$ cat src/rtl/mul_pkg.sv
// Shared types for the bit-serial multiplier.
// Holds the FSM state encoding and the default operand width.
package mul_pkg;

    typedef enum logic [1:0] {
        IDLE,
        MUL,
        DONE
    } mul_state_t;

    localparam int MUL_WIDTH_DEFAULT = 32;

endpackage

$ cat src/rtl/mul_serialized.sv
// Bit-serial shift-and-add multiplier with ready/valid on both sides.
// Optional MUL_SERIALIZED_EARLY_EXIT_EN: leave MUL once remaining multiplier bits are zero.
module mul_serialized
    import mul_pkg::*;
#(
    parameter int WIDTH = MUL_WIDTH_DEFAULT
) (
    input  logic               clk_i,
    input  logic               rst_ni,
    input  logic               start_i,
    input  logic [WIDTH-1:0]   a_i,
    input  logic [WIDTH-1:0]   b_i,
    output logic               ready_o,
    output logic [2*WIDTH-1:0] product_o,
    output logic               valid_o,
    input  logic               ready_i
);

    localparam int IW = $clog2(WIDTH + 1);

    mul_state_t         state_q, state_d;
    logic [2*WIDTH-1:0] acc_q, acc_d;
    logic [2*WIDTH-1:0] a_q, a_d;
    logic [WIDTH-1:0]   b_q, b_d;
    logic [IW-1:0]      idx_q, idx_d;
    logic               mul_exit;

`ifdef MUL_SERIALIZED_EARLY_EXIT_EN
    assign mul_exit = (idx_q == IW'(WIDTH)) || (b_q == '0);
`else
    assign mul_exit = (idx_q == IW'(WIDTH));
`endif

    always_ff @(posedge clk_i or negedge rst_ni) begin
        if (!rst_ni) begin
            state_q <= IDLE;
            acc_q   <= '0;
            a_q     <= '0;
            b_q     <= '0;
            idx_q   <= '0;
        end else begin
            state_q <= state_d;
            acc_q   <= acc_d;
            a_q     <= a_d;
            b_q     <= b_d;
            idx_q   <= idx_d;
        end
    end

    always_comb begin
        state_d = state_q;
        acc_d   = acc_q;
        a_d     = a_q;
        b_d     = b_q;
        idx_d   = idx_q;
        case (state_q)
            IDLE: begin
                if (start_i) begin
                    a_d     = {{WIDTH{1'b0}}, a_i};
                    b_d     = b_i;
                    acc_d   = '0;
                    idx_d   = '0;
                    state_d = MUL;
                end
            end
            MUL: begin
                if (mul_exit) begin
                    state_d = DONE;
                end else begin
                    acc_d = acc_q + (b_q[0] ? a_q : '0);
                    a_d   = a_q << 1;
                    b_d   = b_q >> 1;
                    idx_d = idx_q + IW'(1);
                end
            end
            DONE: begin
                if (ready_i) begin
                    state_d = IDLE;
                end
            end
            default: state_d = IDLE;
        endcase
    end

    // Pure state decodes: nothing here depends on ready_i.
    always_comb begin
        ready_o   = (state_q == IDLE);
        valid_o   = (state_q == DONE);
        product_o = valid_o ? acc_q : '0;
    end

endmodule

$ cat config.mk
export PLATFORM = sky130hd
export DESIGN_NAME = mul_serialized
export DESIGN_NICKNAME = d
export VERILOG_FILES = /design/src/rtl/mul_pkg.sv /design/src/rtl/mul_serialized.sv
export SDC_FILE = /design/constraint.sdc
export NUM_CORES = 1
export LEC_CHECK = 0
export CAP_MARGIN = 20
export CORE_MARGIN = 2
export CORE_UTILIZATION = 45
export CTS_CLUSTER_DIAMETER = 100
export CTS_CLUSTER_SIZE = 14
export DETAILED_ROUTE_END_ITERATION = 6
export HOLD_SLACK_MARGIN = 0.06
export PLACE_DENSITY = 0.67
export SYNTH_ARGS = -nofsm -noshare
export SYNTH_HDL_FRONTEND = slang
export SYNTH_SLANG_ARGS = --single-unit
$ cat constraint.sdc
create_clock -name clk_i -period 7.4 [get_ports clk_i]
set_clock_uncertainty 0.2 [all_clocks]
set_input_delay 1.48 -clock clk_i [delete_from_list [all_inputs] [get_ports clk_i]]
set_output_delay 1.48 -clock clk_i [all_outputs]
set_load 0.005 [all_outputs]
==> impl_metrics.py, run 1 <==
metrics = {
    "worst_setup_path": {
        "worst_ep_required_time_ps": 7520,
        "worstSetupStartpointType": "flop",
        "end_kind": "flop",
        "path_class": "reg2reg",
        "worstPathArrival_ps": 4620,
        "crit_fanout": 64,
    },
    "pwr": {
        "leakage_nw": 5.79,
        "pwr-share-comb": 0.585,
        "power.share.sequential": 0.271,
        "p_int_mw": 3.42,
        "netSwitchingFraction": 0.480,
        "ir_drop_mv": 0.202,
        "net-switching-power_mw": 3.15,
        "clkPwrFrac": 0.144,
        "cellPowerDensity_nw_per_um2": 492,
        "power_mw": 6.57,
    },
    "cells_and_area": {
        "antennaDiodeCount": 0,
        "finalNonFillerCells": 1817,
        "final_cell_mix": "264 x nand2_1, 168 x dfrtp_1, 132 x and2_1, 132 x clkdlybuf4s50_1, 124 x o21ai_0",
        "nFillCells": 2337,
        "syn_to_final_growth_pct": 19.3,
        "drive_above_1_share": 0.0415,
        "final_cell_area_um2": 13400,
        "fin_nets": 1614,
        "layout_commonest_cell": "nand2_1",
    },
    "sta": {
        "rsz0062_at_grt": "false",
        "final.period_utilization": 0.608,
        "finalHoldViolCount": 0,
        "worst_hold_slack_ps": 282,
        "slew_viol_final": 0,
        "slew_headroom": 0.373,
        "period_minus_slack_ps": 4500,
        "fin_tns_setup_ps": 0,
        "worst_pin_slew_ps": 941,
        "setup_violations": 0,
        "timing.fmax_mhz": 222,
    },
    "global_routing": {
        "grtUsageMet3": 0.0324,
        "overflow": 0,
        "grt_use_total": 0.221,
        "grt_busiest_layer": "met2",
        "met1_usage": 0.310,
        "grt_pass1_vias": 9695,
        "grt_max_degree": 128,
        "grt_util_met2": 0.368,
        "grt_pass1_wl_um": 47800,
        "antenna_found_initial": 0,
    },
    "die": {
        "start_util": 0.459,
        "die_x_um": 162,
        "die_h_um": 162,
        "io_pins": 134,
        "core_area_um2": 24400,
        "rows": 57,
        "dieArea_um2": 26200,
    },
    "cts": {
        "cts_sinks": 168,
        "hold_buffers": 0,
        "cts_buffer_depth": 2,
        "root_buffer": "clkbuf_16",
        "cts_setup_buffers": 0,
        "clk_pin_slew_worst_paths_ps": 80,
        "post_cts_resized": 0,
        "clkLatencyLatePin_ps": 450,
        "cts_made_buffers": 17,
        "cts_tree": "done",
        "htreeDepth": 4,
    },
    "place": {
        "gp_congestion": 0.890,
        "dpl_cell_area_um2": 12700,
        "dpl.hpwl_um": 19700,
        "port-buffer-count": 133,
        "post-place-cells": 1784,
    },
    "logic_synthesis": {
        "synthSimpleGateAreaFrac": 0.255,
        "synth_top_family_by_area": "simple AND/OR/NAND/NOR gates",
        "ys_seq_area_frac": 0.375,
        "netlist.area_leader.share": 0.375,
        "yosysTopAreaCell": "dfrtp_1",
        "synth_edf_count": 0,
        "synth-xor-area-share": 0.0469,
        "synth-main-ff-cell": "dfrtp_1",
        "synth.area.top_cells": "dfrtp_1 38%, nand2_1 8.9%, and2_1 7.4%",
        "synth_cells": 1409,
        "postSynthAreaPerCell_um2": 7.95,
        "ys_types": 55,
        "ys_async_sr_fraction": 1.00,
        "synth_warnings": 0,
        "synth-seq-cells": 168,
        "synth_adder_area_share": 0.0744,
        "synth_area_um2": 11200,
        "synth-compound-area-share": 0.207,
        "syn_nets": 1543,
        "yosys-mux-area-fraction": 0.000894,
    },
    "detailed_routing": {
        "dr.pass1.iters": 7,
        "route.detailed.wl_per_inst_um": 15.7,
        "routed_wirelength_um": 28500,
        "viasPerCell": 5.49,
        "ant_nets": 0,
        "drt_iter0_markers": 761,
        "dr_total_vias": 9983,
        "drcViolationCount": 0,
    },
    "hold_path": {
        "hp-class": "reg2reg",
    },
    "flow_run": {
        "max_cap_viol_count": 0,
    },
    "outcome": {
        "status": "completed",
    },
}
==> state kept, by name (all words and copies together) (netlist names) <==
name / count
idx_q: 6
state_q: 2
a_q: 64
acc_q: 64
b_q: 32
==> layer usage <==
metal / part of all wire / up-vias
li1: - / 5044
met3: 0.042 / 24
met4: 0.012 / 0
met2: 0.47 / 245
met1: 0.48 / 4670
met5: 0 / -
==> metrics by stage <==
stage	worst slack, ps	util
finish	2900	0.548
global route	2510	0.548
CTS	2880	0.547
detailed placement	2820	0.521
global placement	2890	0.521
floorplan	3520	-
==> cell type report <==
cell class | count | area, um2 | area share
Multi-Input combinational cell | 1124 | 6590 | 0.493
Sequential cell | 168 | 4200 | 0.315
Timing Repair Buffer | 144 | 1440 | 0.107
Clock buffer | 17 | 425 | 0.0318
Tap cell | 324 | 405 | 0.0303
Clock inverter | 15 | 209 | 0.0156
Inverter | 25 | 96.3 | 0.00721
==> power groups by stage <==
stage | Combinational, mW | Clock (mW) | Sequential, mW
3_3_place_gp | 3.73 | 0 | 1.79
2_1_floorplan | 3.04 | 0 | 1.66
5_1_grt | 4.41 | 0.996 | 1.85
3_5_place_dp | 3.82 | 0 | 1.80
4_1_cts | 3.84 | 0.963 | 1.78
6_report | 3.85 | 0.946 | 1.78
==> cells in the mapped netlist, types with 6 or more instances <==
| cell type | instances |
|---|---|
| o31ai_1 | 7 |
| ha_1 | 65 |
| o21bai_1 | 18 |
| and2_1 | 132 |
| nand4_1 | 22 |
| a21oi_1 | 74 |
| a21o_1 | 31 |
| a31oi_1 | 75 |
| o21ai_0 | 124 |
| nand3_1 | 58 |
| buf_1 | 6 |
| clkbuf_1 | 85 |
| xnor2_1 | 34 |
| dfrtp_1 | 168 |
| nand2_1 | 266 |
| nor2_1 | 105 |
| nand2b_1 | 6 |
| inv_1 | 24 |
| xor2_1 | 26 |
| nor3_1 | 15 |
| o21a_1 | 6 |
==> kinds of logic (layout without fill, tap and decap cells) <==
| kind of cell | count (synthesis) | after routing |
|---|---|---|
| buf+inv | 117 | 201 |
| fa+ha+maj | 66 | 66 |
| flops | 168 | 168 |
| mux | 1 | 1 |
| compound gates | 378 | 378 |
| simple gates | 619 | 619 |
| xor+xnor | 60 | 60 |
==> final timing paths <==
kind,from,to,slack [ps],depth (start not counted)
setup / recovery,b_q[0]$_DFFE_PN0P_,acc_q[62]$_DFFE_PN0P_,2900,15
hold / removal,acc_q[63]$_DFFE_PN0P_,acc_q[63]$_DFFE_PN0P_,280,1
setup reg to reg,b_q[0]$_DFFE_PN0P_,acc_q[62]$_DFFE_PN0P_,2900,15
hold reg to reg,acc_q[63]$_DFFE_PN0P_,acc_q[63]$_DFFE_PN0P_,280,1
max in group asynchronous,rst_ni,a_q[5]$_DFFE_PN0P_,4940,2
min in group asynchronous,rst_ni,a_q[42]$_DFFE_PN0P_,850,1
==> worst max-delay path, stage by stage, from the launching register on <==
cell and delay, ps:
dfrtp_1 350, buf_4 470, and2_1 220, ha_1 160, inv_1 50, fa_1 390, nand2b_1 190, a211oi_2 290
a2111oi_2 170, o31a_1 340, o221a_2 290, o31ai_2 520, a31oi_1 200, o21ai_1 170, a211oi_1 90, o41ai_1 260
Note: power is estimated with default switching activity, not from simulation.
==> run 2, diff against run 1 <==
Settings changed: PLACE_DENSITY 0.67 to 0.69.
Clock period 7.4 ns to 3.9 ns, I/O delays scaled along.
==> impl_metrics.py, run 2 (synthesis results as in run 1) <==
metrics = {
    "pwr": {
        "ir_drop_mv": 0.356,
        "cellPowerDensity_nw_per_um2": 953,
        "leakage_nw": 6.10,
        "power_mw": 13.3,
    },
    "global_routing": {
        "grt_pass1_wl_um": 48700,
        "antenna_found_initial": 0,
        "grt_use_total": 0.227,
        "overflow": 0,
        "grt_pass1_vias": 9751,
        "grt_max_degree": 109,
    },
    "flow_run": {
        "max_cap_viol_count": 0,
    },
    "worst_setup_path": {
        "crit_fanout": 27,
        "worst_ep_required_time_ps": 4010,
        "worstPathArrival_ps": 3940,
        "end_kind": "flop",
        "worstSetupStartpointType": "flop",
        "path_class": "reg2reg",
        "cp_num_buf_inv": 2,
        "crit_slowest_cell": "or4_1",
        "cpPeakStageDelay_ps": 500,
        "worstSetupStartpoint": "b_q[0]$_DFFE_PN0P_",
        "path_cells": "buf_12, and2_1, ha_1, nand4_1, or3_4, or4_1, o32a_1, a211oi_4, buf_6, a31oi_4, o41ai_2, xnor2_1, o21ai_1",
        "timing.rr.start": "b_q[0]$_DFFE_PN0P_",
        "critPathTopFamily": "simple AND/OR/NAND/NOR gates",
    },
    "detailed_routing": {
        "drcViolationCount": 0,
        "top_layer_used": "met4",
        "viasPerCell": 5.51,
        "drt_iter0_markers": 657,
        "dr_total_vias": 10300,
        "routed_wirelength_um": 29700,
        "ant_nets": 0,
        "route.met2.wl_um": 14000,
        "dr.pass1.iters": 5,
        "dr_wl_met3_um": 1380,
        "route.detailed.wl_per_inst_um": 15.8,
        "met1Wirelength_um": 13900,
    },
    "sta": {
        "slew_viol_final": 0,
        "finalHoldViolCount": 0,
        "fin_tns_setup_ps": 0,
        "setup_violations": 0,
        "worst_pin_slew_ps": 708,
        "worst_hold_slack_ps": 142,
        "period_minus_slack_ps": 3830,
        "final.period_utilization": 0.982,
        "timing.fmax_mhz": 261,
        "slew_headroom": 0.527,
    },
    "die": {
        "dieArea_um2": 26200,
        "rows": 57,
        "die_h_um": 162,
        "die_x_um": 162,
        "core_area_um2": 24400,
        "io_pins": 134,
        "start_util": 0.459,
    },
    "outcome": {
        "status": "completed",
    },
    "cells_and_area": {
        "final_cell_mix": "263 x nand2_1, 167 x dfrtp_1, 132 x clkdlybuf4s50_1, 130 x and2_1, 121 x o21ai_0",
        "syn_to_final_growth_pct": 24.8,
        "reg.largest.list": "a_q: 64 flops, acc_q: 64 flops, b_q: 32 flops",
        "drive_above_1_share": 0.0863,
        "layout_commonest_cell": "nand2_1",
        "finalNonFillerCells": 1876,
        "fin_nets": 1673,
        "antennaDiodeCount": 0,
    },
    "cts": {
        "cts_buffer_depth": 2,
        "cts_sinks": 168,
        "htreeDepth": 4,
        "cts_tree": "done",
        "cts_made_buffers": 17,
        "root_buffer": "clkbuf_16",
        "clkLatencyLatePin_ps": 450,
        "hold_buffers": 0,
        "clk_pin_slew_worst_paths_ps": 80,
    },
    "place": {
        "gp_congestion": 0.902,
        "dpl.hpwl_um": 20800,
        "post-place-cells": 1832,
        "port-buffer-count": 133,
    },
    "hold_path": {
        "hp-class": "in2async",
    },
}
-- run 2: changes by cell type in the layout (fill, tap and decap cells not counted), moves of 2 or more --
cell / change
a21oi_1: -2
a21oi_2: +2
and2_1: -2
and2_4: +2
buf_12: +5
buf_4: +52
buf_6: +2
ha_1: -3
ha_4: +3
o21ai_0: -3
o21ai_1: +3
-- run 2: worst paths after layout --
check / end / slack (ps) / depth (start not counted)
min in group clk_i: a_q[63]$_DFFE_PN0P_ / 280 / 2
max: acc_q[59]$_DFFE_PN0P_ / 70 / 13
min: acc_q[39]$_DFFE_PN0P_ / 140 / 1
max reg2reg: acc_q[59]$_DFFE_PN0P_ / 70 / 13
max in group asynchronous: b_q[0]$_DFFE_PN0P_ / 2450 / 2
min reg2reg: a_q[63]$_DFFE_PN0P_ / 280 / 2
-- run 2: cell type report --
type	count	area [um2]
Clock inverter	15	200
Tap cell	324	405
Inverter	25	95.1
Clock buffer	17	425
Sequential cell	168	4210
Fill cell	2281	10400
Multi-Input combinational cell	1124	6700
Timing Repair Buffer	203	1950
-- run 2: routing by layer --
layer	vias to the layer above	GRT usage
li1	5152	-
met3	35	0.0309
met5	-	0
met4	0	0.0664
met2	277	0.375
met1	4873	0.314
-- run 2: where the power goes --
group / switching (mW) / total, mW / internal (mW)
sequential: 0.694 / 3.40 / 2.71
combinational: 4.72 / 8.14 / 3.43
clock: 0.888 / 1.77 / 0.880
total: 6.30 / 13.3 / 7.01
-- run 2: through the flow --
step,cell area [um2],setup WS (ps),util
after floorplan,11200,18.7,-
after global placement,13100,136,0.538
after detailed placement,13100,11.7,0.538
after CTS,13800,69.7,0.564
after global routing,14000,-48.0,0.573
final,14000,70.2,0.573
-- run 2: what timing repair did --
item	in CTS	in global routing
setup buffers	0	10
resized for setup	1	20
pin swaps	0	9
gates cloned	0	2
setup endpoints to repair	1	18
==> run 3, diff against run 2 <==
==> constraint.sdc (replaced) <==
create_clock -name clk_i -period 3.9 [get_ports clk_i]
set_clock_uncertainty 0.2 [all_clocks]
set_input_delay 1.17 -clock clk_i [delete_from_list [all_inputs] [get_ports clk_i]]
set_output_delay 1.17 -clock clk_i [all_outputs]
set_load 0.005 [all_outputs]
==> impl_metrics.py, run 3 (synthesis results as in run 1) <==
metrics = {
    "outcome": {
        "status": "completed",
    },
    "cells_and_area": {
        "final_cell_mix": "264 x nand2_1, 168 x dfrtp_1, 132 x and2_1, 132 x clkdlybuf4s50_1, 123 x o21ai_0",
        "antennaDiodeCount": 0,
        "reg.largest.list": "a_q: 64 flops, acc_q: 64 flops, b_q: 32 flops",
        "drive_above_1_share": 0.0752,
        "syn_to_final_growth_pct": 23.7,
        "layout_commonest_cell": "nand2_1",
        "post-route-util": 0.568,
        "fin_nets": 1664,
    },
    "global_routing": {
        "overflow": 0,
        "antenna_found_initial": 0,
        "grt_max_degree": 127,
        "grt_use_total": 0.227,
        "grt_pass1_vias": 9911,
        "grt_pass1_wl_um": 48800,
    },
    "cts": {
        "root_buffer": "clkbuf_16",
        "hold_buffers": 0,
        "cts_buffer_depth": 2,
        "cts_tree": "done",
        "cts_made_buffers": 17,
        "clk_pin_slew_worst_paths_ps": 70,
        "clkLatencyLatePin_ps": 440,
        "cts_sinks": 168,
        "htreeDepth": 4,
    },
    "worst_setup_path": {
        "crit_slowest_cell": "dfrtp_1",
        "timing.rr.start": "b_q[0]$_DFFE_PN0P_",
        "worstSetupStartpointType": "flop",
        "r2r_cells": 15,
        "worst_ep_required_time_ps": 4020,
        "cp_num_buf_inv": 2,
        "cpPeakStageDelay_ps": 410,
        "rr_endpoint": "acc_q[62]$_DFFE_PN0P_",
        "worstPathArrival_ps": 3980,
        "critPathTopFamily": "compound AO/OA/AOI/OAI gates",
        "end_kind": "flop",
        "path_class": "reg2reg",
        "rrSetupSlack_ps": 40,
        "path_cells": "and2_1, ha_1, inv_1, fa_2, nand2b_4, a211oi_4, a2111oi_2, buf_4, o31a_1, o221a_4, o31ai_4, a31oi_2, o21ai_1, a211oi_1, o41ai_1",
        "crit_fanout": 4,
    },
    "sta": {
        "slew_headroom": 0.537,
        "worst_pin_slew_ps": 695,
        "timing.fmax_mhz": 259,
        "fin_ws_ps": 41.5,
        "period_minus_slack_ps": 3860,
        "setup_violations": 0,
        "rsz0062_at_grt": "true",
        "final.period_utilization": 0.989,
        "slew_viol_final": 0,
        "finalHoldViolCount": 0,
    },
    "die": {
        "die_x_um": 162,
        "start_util": 0.459,
        "rows": 57,
        "dieArea_um2": 26200,
        "core_area_um2": 24400,
        "die_h_um": 162,
        "io_pins": 134,
    },
    "hold_path": {
        "holdPathStages": 2,
        "hp-class": "reg2reg",
        "hold_start": "a_q[63]$_DFFE_PN0P_",
        "min_to": "a_q[63]$_DFFE_PN0P_",
    },
    "pwr": {
        "leakage_nw": 6.07,
        "cellPowerDensity_nw_per_um2": 954,
        "ir_drop_mv": 0.534,
    },
    "detailed_routing": {
        "route.detailed.wl_per_inst_um": 15.9,
        "viasPerCell": 5.54,
        "routed_wirelength_um": 29700,
        "dr_total_vias": 10300,
        "dr.pass1.iters": 7,
        "ant_nets": 0,
        "drt_iter0_markers": 630,
        "drcViolationCount": 0,
    },
    "flow_run": {
        "max_cap_viol_count": 0,
    },
    "place": {
        "port-buffer-count": 133,
        "place_ws_ps": -150,
        "dpl.hpwl_um": 20700,
        "gp_congestion": 0.889,
    },
}
-- run 3: per-stage QoR --
| step | std cells | setup TNS [ps] | hold WS, ps | instance area, um2 | total power [mW] |
|---|---|---|---|---|---|
| 2_1_floorplan | 1409 | 0 | 242 | 11200 | 8.93 |
| 3_3_place_gp | 1829 | -41.2 | 263 | 13100 | 11.0 |
| 3_5_place_dp | 1829 | -183 | 281 | 13100 | 11.2 |
| 4_1_cts | 1861 | 0 | 298 | 13700 | 13.1 |
| 5_1_grt | 1867 | -293 | 322 | 13900 | 14.4 |
| 6_report | 1867 | 0 | 288 | 13900 | 13.2 |
-- run 3: worst register-to-register path, stage by stage (launching register included) --
cell	delay, ps
dfrtp_1	410
and2_1	160
ha_1	170
inv_1	60
fa_2	340
nand2b_4	160
a211oi_4	270
a2111oi_2	120
buf_4	160
o31a_1	310
o221a_4	260
o31ai_4	390
a31oi_2	170
o21ai_1	160
a211oi_1	90
o41ai_1	330
-- run 3: area by class of cell --
cell class | instances | area (um2)
Sequential cell | 168 | 4200
Timing Repair Buffer | 194 | 1860
Clock inverter | 15 | 223
Clock buffer | 17 | 425
Inverter | 25 | 95.1
Tap cell | 324 | 405
Multi-Input combinational cell | 1124 | 6640
Fill cell | 2294 | 10500
-- run 3: per-layer routing --
metal | vias up | global-route usage | wire [um] | part of all wire
li1 | 5140 | - | - | -
met1 | 4930 | 0.311 | 14200 | 0.48
met2 | 241 | 0.374 | 13900 | 0.47
met3 | 36 | 0.0368 | 1160 | 0.039
met4 | 0 | 0.0632 | 494 | 0.017
met5 | - | 0 | 0 | 0
-- run 3: power breakdown --
part	total, mW	switching [mW]	internal (mW)
combinational	8.00	4.69	3.31
sequential	3.39	0.687	2.71
clock	1.83	0.886	0.948
-- run 3: timing repair --
| item | CTS | global route |
|---|---|---|
| buffers inserted | 0 | 5 |
| setup endpoints to repair | 2 | 11 |
| pin swaps | 1 | 6 |
| resized for setup | 1 | 8 |
| endpoints found under the hold margin | 0 | 0 |
-- run 3: how the worst max path moves through the flow --
stage / startpoint / endpoint / slack, ps / depth (start not counted)
after floorplan: b_q[0]$_DFFE_PN0P_ / acc_q[62]$_DFFE_PN0P_ / 20 / 16
after global placement: b_q[0]$_DFFE_PN0P_ / acc_q[62]$_DFFE_PN0P_ / -40 / 15
after CTS: b_q[0]$_DFFE_PN0P_ / acc_q[62]$_DFFE_PN0P_ / 4 / 15
after global routing: b_q[0]$_DFFE_PN0P_ / acc_q[62]$_DFFE_PN0P_ / -140 / 15
final: b_q[0]$_DFFE_PN0P_ / acc_q[62]$_DFFE_PN0P_ / 40 / 15
after detailed placement: b_q[0]$_DFFE_PN0P_ / acc_q[62]$_DFFE_PN0P_ / -150 / 15
